$ cat src/rtl/execute_stage.sv
// EX stage of the 5-stage MIPS pipeline: ALU, branch/jump resolution, EX/MEM register
// and an iterative restoring divider that stalls upstream while it runs.
module execute_stage #(
    parameter int DIV_STEPS = 32
) (
    input  logic        clk,
    input  logic        rst,
    input  logic [31:0] A,
    input  logic [31:0] B,
    input  logic [4:0]  RD,
    input  logic [3:0]  ALUctr,
    input  logic [4:0]  shamt,
    input  logic [31:0] DX_RT,
    input  logic        MemToReg,
    input  logic        MemWrite,
    input  logic [31:0] FD_PC,
    input  logic        jump,
    input  logic [27:0] address,
    input  logic [31:0] offset,
    input  logic        beq,
    input  logic        bne,
    input  logic        bgt,
    output logic [31:0] XM_ALUout,
    output logic [4:0]  XM_RD,
    output logic [31:0] XM_RT,
    output logic        XM_MemToReg,
    output logic        XM_MemWrite,
    output logic        redirect,
    output logic [31:0] target,
    output logic        jnoWB,
    output logic        bnoWB,
    output logic        stall
);

    localparam int CW = $clog2(DIV_STEPS);
    localparam logic [CW-1:0] LAST_STEP = CW'(DIV_STEPS - 1);

    localparam logic [3:0] OP_ADD = 4'd0;
    localparam logic [3:0] OP_SUB = 4'd1;
    localparam logic [3:0] OP_SLT = 4'd2;
    localparam logic [3:0] OP_MUL = 4'd3;
    localparam logic [3:0] OP_DIV = 4'd4;
    localparam logic [3:0] OP_AND = 4'd5;
    localparam logic [3:0] OP_OR  = 4'd6;
    localparam logic [3:0] OP_XOR = 4'd7;
    localparam logic [3:0] OP_NOR = 4'd8;
    localparam logic [3:0] OP_SLL = 4'd9;
    localparam logic [3:0] OP_SRL = 4'd10;
    localparam logic [3:0] OP_SRA = 4'd11;

    function automatic logic [31:0] magnitude(input logic signed [31:0] v);
        return v[31] ? 32'(-v) : 32'(v);
    endfunction

    function automatic logic [31:0] apply_sign(input logic [31:0] mag, input logic neg);
        return neg ? 32'(-mag) : mag;
    endfunction

    logic signed [31:0] a_s;
    logic signed [31:0] b_s;
    logic signed [31:0] prod;
    logic [31:0]        alu_res;
    logic               is_ctrl;
    logic               is_div;
    logic               br_taken;

    // divider state
    logic               busy;
    logic [CW-1:0]      step;
    logic [31:0]        dvd;
    logic [31:0]        dvs;
    logic [31:0]        rem;
    logic               q_neg;
    logic               div_zero;
    logic [4:0]         div_rd;

    logic [32:0]        shifted;
    logic [32:0]        diff;
    logic               ge;
    logic [31:0]        rem_nxt;
    logic [31:0]        dvd_nxt;

    assign a_s  = A;
    assign b_s  = B;
    assign prod = a_s * b_s;

    always_comb begin
        alu_res = 32'(A + B);
        case (ALUctr)
            OP_ADD:  alu_res = 32'(A + B);
            OP_SUB:  alu_res = 32'(A - B);
            OP_SLT:  alu_res = {31'd0, a_s < b_s};
            OP_MUL:  alu_res = prod;
            OP_AND:  alu_res = A & B;
            OP_OR:   alu_res = A | B;
            OP_XOR:  alu_res = A ^ B;
            OP_NOR:  alu_res = ~(A | B);
            OP_SLL:  alu_res = B << shamt;
            OP_SRL:  alu_res = B >> shamt;
            OP_SRA:  alu_res = b_s >>> shamt;
            default: alu_res = 32'(A + B);
        endcase
    end

    assign is_ctrl  = jump | beq | bne | bgt;
    assign is_div   = (ALUctr == OP_DIV) & ~is_ctrl;
    assign br_taken = (beq & (A == B)) | (bne & (A != B)) | (bgt & (a_s > b_s));

    // One restoring step; a zero divisor always "fits", yielding an all-ones quotient.
    assign shifted = {rem, dvd[31]};
    assign diff    = shifted - {1'b0, dvs};
    assign ge      = shifted >= {1'b0, dvs};
    assign rem_nxt = ge ? diff[31:0] : shifted[31:0];
    assign dvd_nxt = {dvd[30:0], ge};

    assign stall = busy;

    always_ff @(posedge clk) begin
        if (rst) begin
            XM_ALUout   <= 32'd0;
            XM_RD       <= 5'd0;
            XM_RT       <= 32'd0;
            XM_MemToReg <= 1'b0;
            XM_MemWrite <= 1'b0;
            redirect    <= 1'b0;
            target      <= 32'd0;
            jnoWB       <= 1'b0;
            bnoWB       <= 1'b0;
            busy        <= 1'b0;
            step        <= '0;
            dvd         <= 32'd0;
            dvs         <= 32'd0;
            rem         <= 32'd0;
            q_neg       <= 1'b0;
            div_zero    <= 1'b0;
            div_rd      <= 5'd0;
        end else if (busy) begin
            redirect <= 1'b0;
            jnoWB    <= 1'b0;
            bnoWB    <= 1'b0;
            rem      <= rem_nxt;
            dvd      <= dvd_nxt;
            step     <= step + 1'b1;
            if (step == LAST_STEP) begin
                busy      <= 1'b0;
                XM_ALUout <= apply_sign(dvd_nxt, q_neg & ~div_zero);
                XM_RD     <= div_rd;
            end
        end else begin
            XM_RT       <= DX_RT;
            XM_MemToReg <= MemToReg;
            redirect    <= jump | br_taken;
            jnoWB       <= jump;
            bnoWB       <= ~jump & br_taken;
            if (jump) begin
                target <= {FD_PC[31:28], address};
            end else if (br_taken) begin
                target <= 32'(FD_PC + offset);
            end
            if (is_div) begin
                busy        <= 1'b1;
                step        <= '0;
                dvd         <= magnitude(a_s);
                dvs         <= magnitude(b_s);
                rem         <= 32'd0;
                q_neg       <= A[31] ^ B[31];
                div_zero    <= (B == 32'd0);
                div_rd      <= RD;
                XM_RD       <= 5'd0;
                XM_MemWrite <= 1'b0;
                XM_MemToReg <= 1'b0;
            end else begin
                XM_ALUout   <= alu_res;
                XM_RD       <= is_ctrl ? 5'd0 : RD;
                XM_MemWrite <= is_ctrl ? 1'b0 : MemWrite;
            end
        end
    end

endmodule

$ cat config.mk
export PLATFORM = sky130hd
export DESIGN_NAME = execute_stage
export DESIGN_NICKNAME = d
export VERILOG_FILES = /design/src/rtl/execute_stage.sv
export SDC_FILE = /design/constraint.sdc
export NUM_CORES = 2
export LEC_CHECK = 0
export ABC_AREA = 1
export CAP_MARGIN = 25
export CORE_UTILIZATION = 60
export DETAILED_ROUTE_END_ITERATION = 8
export PLACE_DENSITY = 0.79
export SETUP_SLACK_MARGIN = 0.1
export SKIP_CTS_REPAIR_TIMING = 1
export SLEW_MARGIN = 20
export SYNTH_ARGS = -nofsm -noshare
export SYNTH_HDL_FRONTEND = slang
export SYNTH_SLANG_ARGS = --single-unit
$ cat constraint.sdc
create_clock -name clk -period 16.55 [get_ports clk]
set_input_delay 3.31 -clock clk [delete_from_list [all_inputs] [get_ports clk]]
set_output_delay 3.31 -clock clk [all_outputs]
set_load 0.01 [all_outputs]
# Word-level counts from Yosys, hierarchy flattened
# Index checks and enable logic that the tools add are counted.
[totals] word_cells=102 rom_bits=0 reg_bits=215 out_inout_bits=107 mem_count=0 latch_bits=0 ramBits=0
[classes] muxes=26 bitwise_logic=21 add_sub_neg=8 n_eq_ne=16 n_div=0 reduce_logical=7 mul=1 shift=3 n_lt_le_gt_ge=3
[ops] op="32-bit 2-to-1 mux" n=13
[ops] op="32-bit case mux with 10 select lines" n=1
[ops] op="32-bit negation" n=3
[ops] op="32-bit adder" n=2
[ops] op="32-bit subtractor" n=2
[ops] op="33-bit by 32-bit >= comparator with 1-bit output" n=1
[ops] op="32-bit AND" n=1
[ops] op="32-bit == test" n=1
[ops] op="32-bit > comparator" n=1
[ops] op="32-bit zero test" n=1
[ops] op="32-bit less-than comparator" n=1
[ops] op="32-bit by 32-bit multiplier with 32-bit output" n=1
[ops] op="32-bit != test" n=1
[ops] op="32-bit NOT" n=1
[ops] op="32-bit OR" n=1
[ops] op="32-bit by 5-bit << shifter with 32-bit output" n=1
[ops] op="32-bit by 5-bit right shift with 32-bit output" n=1
[ops] op="32-bit by 5-bit >>> shifter with 32-bit output" n=1
[ops] op="32-bit bitwise XOR" n=1
[ops] op="5-bit 2-to-1 mux" n=6
[ops] op="4-bit by 3-bit == test with 1-bit output (second input constant)" n=4
[ops] op="4-bit == test (second input constant)" n=4
[ops] op="4-bit by 2-bit == test with 1-bit output (second input constant)" n=2
[ops] op="1-bit AND" n=6
[ops] op="11 further kinds" n=28

# Longest topological paths before layout
[logic_depth] depth_word=7 ltp_mapped=39 depth_no_buf=37

# Worst setup path after synthesis
# OpenSTA, ideal clock, no wires.
[synth_path] path_kind="input to register" startpoint="in B[5]" endpoint="reg XM_ALUout[27]" setup_ns=0.113 path_stages=31 path_buffers=3 path_slack_ns=6.627 required_time_ns=16.437 arrival_ns=9.809 cell_sequence="clkbuf_1 clkbuf_1 clkbuf_1 nand2_1 inv_1 fa_1 fa_1 fa_1 inv_1 fa_1 inv_1 fa_1 inv_1 fa_1 inv_1 fa_1 fa_1 ha_1 a21o_1 o21bai_1 o21ai_0 nand3_1 or2_2 nand3_1 nand3_1 nor2_1 nand3_1 nand2_1 nand2_1 nand3_1 nand2_1"
[synth_via] elab_chain_cells=4 elab_cells_between_ends=9
[synth_lines] element="from (decl)" line="9" source="input logic [31:0] B,"
[synth_lines] element="32-bit by 32-bit multiplier with 32-bit output (tied with other cells)" line="85" source="assign prod = a_s * b_s;"
[synth_lines] element="32-bit case mux with 10 select lines *" line="89" source="case (ALUctr)"
[synth_lines] element="32-bit 2-to-1 mux *" line="160" source="if (is_div) begin"
[synth_lines] element="32-bit 2-to-1 mux *" line="137" source="end else if (busy) begin"
[synth_lines] element="to (signal assigned)" line="146" source="XM_ALUout <= apply_sign(dvd_nxt, q_neg & ~div_zero);"
[synth_lines] element="to (signal assigned)" line="173" source="XM_ALUout <= alu_res;"
[synth_lines] element="to (decl)" line="23" source="output logic [31:0] XM_ALUout,"
# Mark *: on every way between the ends. The rest lies on a longest branch, timed or not. The select of a mux whose other input is x is not followed.
# A chain may end at the register's enable or synchronous reset.

# Worst setup path after layout
[layout_path] startpoint="in A[9]" endpoint="reg XM_ALUout[20]"
[layout_via] elab_chain_cells=4 elab_cells_between_ends=6
[layout_lines] element="from (decl)" line="8" source="input logic [31:0] A,"
[layout_lines] element="32-bit by 32-bit multiplier with 32-bit output (tied with other cells)" line="85"
[layout_lines] element="32-bit case mux with 10 select lines *" line="89"
[layout_lines] element="32-bit 2-to-1 mux *" line="160"
[layout_lines] element="32-bit 2-to-1 mux *" line="137"
# Marks and branches as above.

==> results_dict.tcl <==
set metrics [dict create \
    status "complete, no violations" \
    min_path_cells 2 \
    fp-row-count 94 \
    io_buffers 316 \
    synth_xor_area_share_pct 2.47 \
    gp_congestion 1.11 \
    p_sw_share_pct 60.2 \
    intPower_mw 3.86 \
    ys_seq_area_share_pct 10.6 \
    track_usage_pct 48.8 \
    cts_tree "yes" \
    dp_hpwl_um 131000 \
    insertion_delay_ns 0.57 \
    finalClockSkew_ns 0.0418 \
    grt_pass1_wl_um 253000 \
    setup_violations 0 \
    ant_nets 0 \
    clockPowerShare_pct 5.6 \
    die_h_um 262 \
    drt_first_pass_iters 9 \
    initial_core_util_pct 61.1 \
    drc 0 \
    ys_types 71 \
    first_global_vias 43700 \
    placed_cell_area_sq_mm 0.0440 \
    worstHoldEndpoint "XM_ALUout[10]$_SDFFE_PP0P_" \
    p_comb_share_pct 88.4 \
    netlist_area_sq_mm 0.0405 \
    clk_path_buf_depth 3 \
    arrival_ns 11.06 \
    synthAdderAreaFrac_pct 30.1 \
    max_slew_margin_pct 19.2 \
    synth_simple_gate_area_share_pct 24.4 \
    post-route-min-period_ns 10.65 \
    layout-drive-gt1-share_pct 3.77 \
    synth_seq_cells 215 \
    antenna_found_initial 6 \
    criticalPathCategory "primary input to flop" \
    regToRegStartpoint "stall$_SDFF_PP0_" \
    synth_compound_area_share_pct 17.0 \
    synth_async_sr_flop_share_pct 0 \
    max_freq_ghz 0.0939 \
    drv_cap 0 \
    critPathCaptureType "flop" \
    via_count 44800 \
    crit_required_ns 16.96 \
    synth_area_leaders "fa_1, nand2_1, inv_1, dfxtp_1, ha_1" \
    maxSlewViolCount 0 \
    grt-ovfl-total 0 \
    synth_largest_area_cell "fa_1" \
    clock_sinks 215 \
    vias_per_cell 6.18 \
    slowest_stage "o21ai_0" \
    synth_top_cell_area_share_pct 20.4 \
    synth_edf_count 0 \
    nNetsFinal 7312 \
    power_leakage_nw 24.2 \
    drtIter0Drc 6192 \
    power.density_mw_per_mm2 216 \
    core_sq_mm 0.0662 \
    ir_drop_v 0.000783 \
    hold_viol_final 0 \
    cts.clk_slew.worst_paths_ns 0.07 \
    power_frac_seq_pct 6.0 \
    drt-wirelength-per-cell_um 23.5 \
    area_delta_synth_final_pct 10.7 \
    syn_nets 7198 \
    die_area_sq_mm 0.0685 \
    numCtsBuffers 22 \
    syn_avg_cell_area_sq_um 6.46 \
    yosys_warnings 0 \
    synth_top_family_by_area "adder cells" \
    reg2reg_depth 10 \
    critical_path.max_stage_delay_ns 0.78 \
    clockRootBuffer "clkbuf_16" \
    pin_count 317 \
    start_kind "primary input" \
    regToRegSetupSlack_ns 12.26 \
    tightestPinTransition_ns 1.18 \
    setup_tns_ns 0 \
    path_max_fanout 28 \
    path_common_cell "fa_1" \
    grt_max_degree 79 \
    die_w_um 262 \
    period_share_pct 64.3 \
    synth_cells 6262 \
    synth_mux_area_share_pct 0.421 \
    rsz0062_at_grt "no" \
    crit_buf_inv 6 \
    r2r-end "XM_ALUout[4]$_SDFFE_PP0P_" \
    cts-htree-levels 1 \
    routed_wl_um 170000 \
    synth_flop_cell "dfxtp_1" \
    power_switching_mw 5.83 \
    hold_path_class "flop to flop" \
    min_from "XM_ALUout[10]$_SDFFE_PP0P_" \
    path_cells "clkdlybuf4s50_1, buf_4, ha_1, inv_1, fa_1, inv_1, fa_1, fa_1, inv_1, fa_1, inv_1, fa_1, fa_1, fa_1, fa_1, ha_1, a21oi_1, o21ai_0, nor2_1, nand2_1, o21ai_0, nand4_1, nand3_1, a31oi_1" \
    fin_area_sq_mm 0.0448 \
    crit_family "adder cells" \
]
-- layout by cell type (no fill, tap or decap), types with 25 or more instances in the layout --
master	count
o211ai_1	46
xor2_1	79
a21oi_1	428
a31oi_1	55
a21o_1	25
nor2_1	420
nand3_1	251
clkdlybuf4s50_1	307
o21ai_0	462
o22ai_1	36
ha_1	314
inv_1	1238
dfxtp_1	214
nand4_1	46
nor3_1	54
buf_4	93
fa_1	412
o21ai_1	30
xnor2_1	33
nand2_1	1524
-- power groups by stage --
stage / combinational (mW) / sequential (mW) / clock (mW)
after global placement: 7.89 / 0.593 / 0
after floorplan: 5.78 / 0.597 / 0
after detailed placement: 8.16 / 0.592 / 0
after global routing: 9.43 / 0.585 / 0.554
after CTS: 8.22 / 0.582 / 0.533
final: 8.57 / 0.585 / 0.539
-- logic make-up after synthesis --
| family | Yosys count |
|---|---|
| AND/OR/NAND/NOR | 2394 |
| buffers and inverters | 1577 |
| AO/OA/AOI/OAI | 1220 |
| adder cells (fa/ha/maj) | 726 |
| flip-flops | 215 |
| XOR/XNOR | 113 |
| multiplexers | 17 |
-- layer usage --
metal | global-route usage [%] | vias to the layer above | routed length (um)
met5 | 0.208 | - | 36
met4 | 29.9 | 6 | 12500
met3 | 13.2 | 817 | 23600
met2 | 72.6 | 3323 | 71600
met1 | 62.9 | 20800 | 62600
li1 | - | 19800 | -
-- how the worst max path moves through the flow --
| stage | from | to | slack (ns) | depth (start not counted) |
|---|---|---|---|---|
| 2_1_floorplan | B[5] | XM_ALUout[27]$_SDFFE_PP0P_ | 6.63 | 31 |
| 3_3_place_gp | A[16] | XM_ALUout[21]$_SDFFE_PP0P_ | 5.49 | 29 |
| 3_5_place_dp | A[16] | XM_ALUout[27]$_SDFFE_PP0P_ | 5.40 | 27 |
| 4_1_cts | A[16] | XM_ALUout[27]$_SDFFE_PP0P_ | 5.95 | 27 |
| 5_1_grt | A[7] | XM_ALUout[19]$_SDFFE_PP0P_ | 5.66 | 32 |
| 6_report | A[9] | XM_ALUout[20]$_SDFFE_PP0P_ | 5.90 | 24 |
-- worst min-delay path, delay by kind of cell, from the launching register on --
kind	cells	cell delay, ns
flops	1	0.31
simple gates	2	0.11
-- through the flow --
stage	setup WS, ns	hold slack [ns]	power, mW	std cells	util (%)
6_report	5.90	0.454	9.69	7257	67.7
5_1_grt	5.66	0.481	10.6	7257	67.7
4_1_cts	5.95	0.455	9.33	7252	67.6
3_5_place_dp	5.40	0.443	8.75	7213	66.5
3_3_place_gp	5.49	0.443	8.48	7213	66.5
2_1_floorplan	6.63	0.430	6.38	6262	-
-- final cells by class --
class	count	area [sq um]
multi-input cells	4470	30100
fillers	5616	21400
inverters	1257	4720
flip-flops and latches	215	4310
repair buffers	410	3850
well taps	864	1080
clock buffers	26	586
clock inverters	13	155
diodes	2	5.00
-- state kept, by name, indices dropped and copies added (netlist names) --
signal / count
rem: 32
bnoWB: 1
XM_RT: 32
XM_RD: 5
stall: 1
div_zero: 1
step: 5
dvd: 32
div_rd: 5
target: 32
XM_ALUout: 32
XM_MemToReg: 1
XM_MemWrite: 1
dvs: 32
jnoWB: 1
q_neg: 1
redirect: 1
-- cells in the mapped netlist (54+ instances only) --
library cell,number
nor2_1,421
a31oi_1,55
ha_1,314
nand2_1,1524
inv_1,1240
fa_1,412
nand3_1,251
xor2_1,79
dfxtp_1,215
clkbuf_1,204
o21ai_0,462
a21oi_1,428
nor3_1,54
buf_1,54
Power figures use the tool's default switching activity.
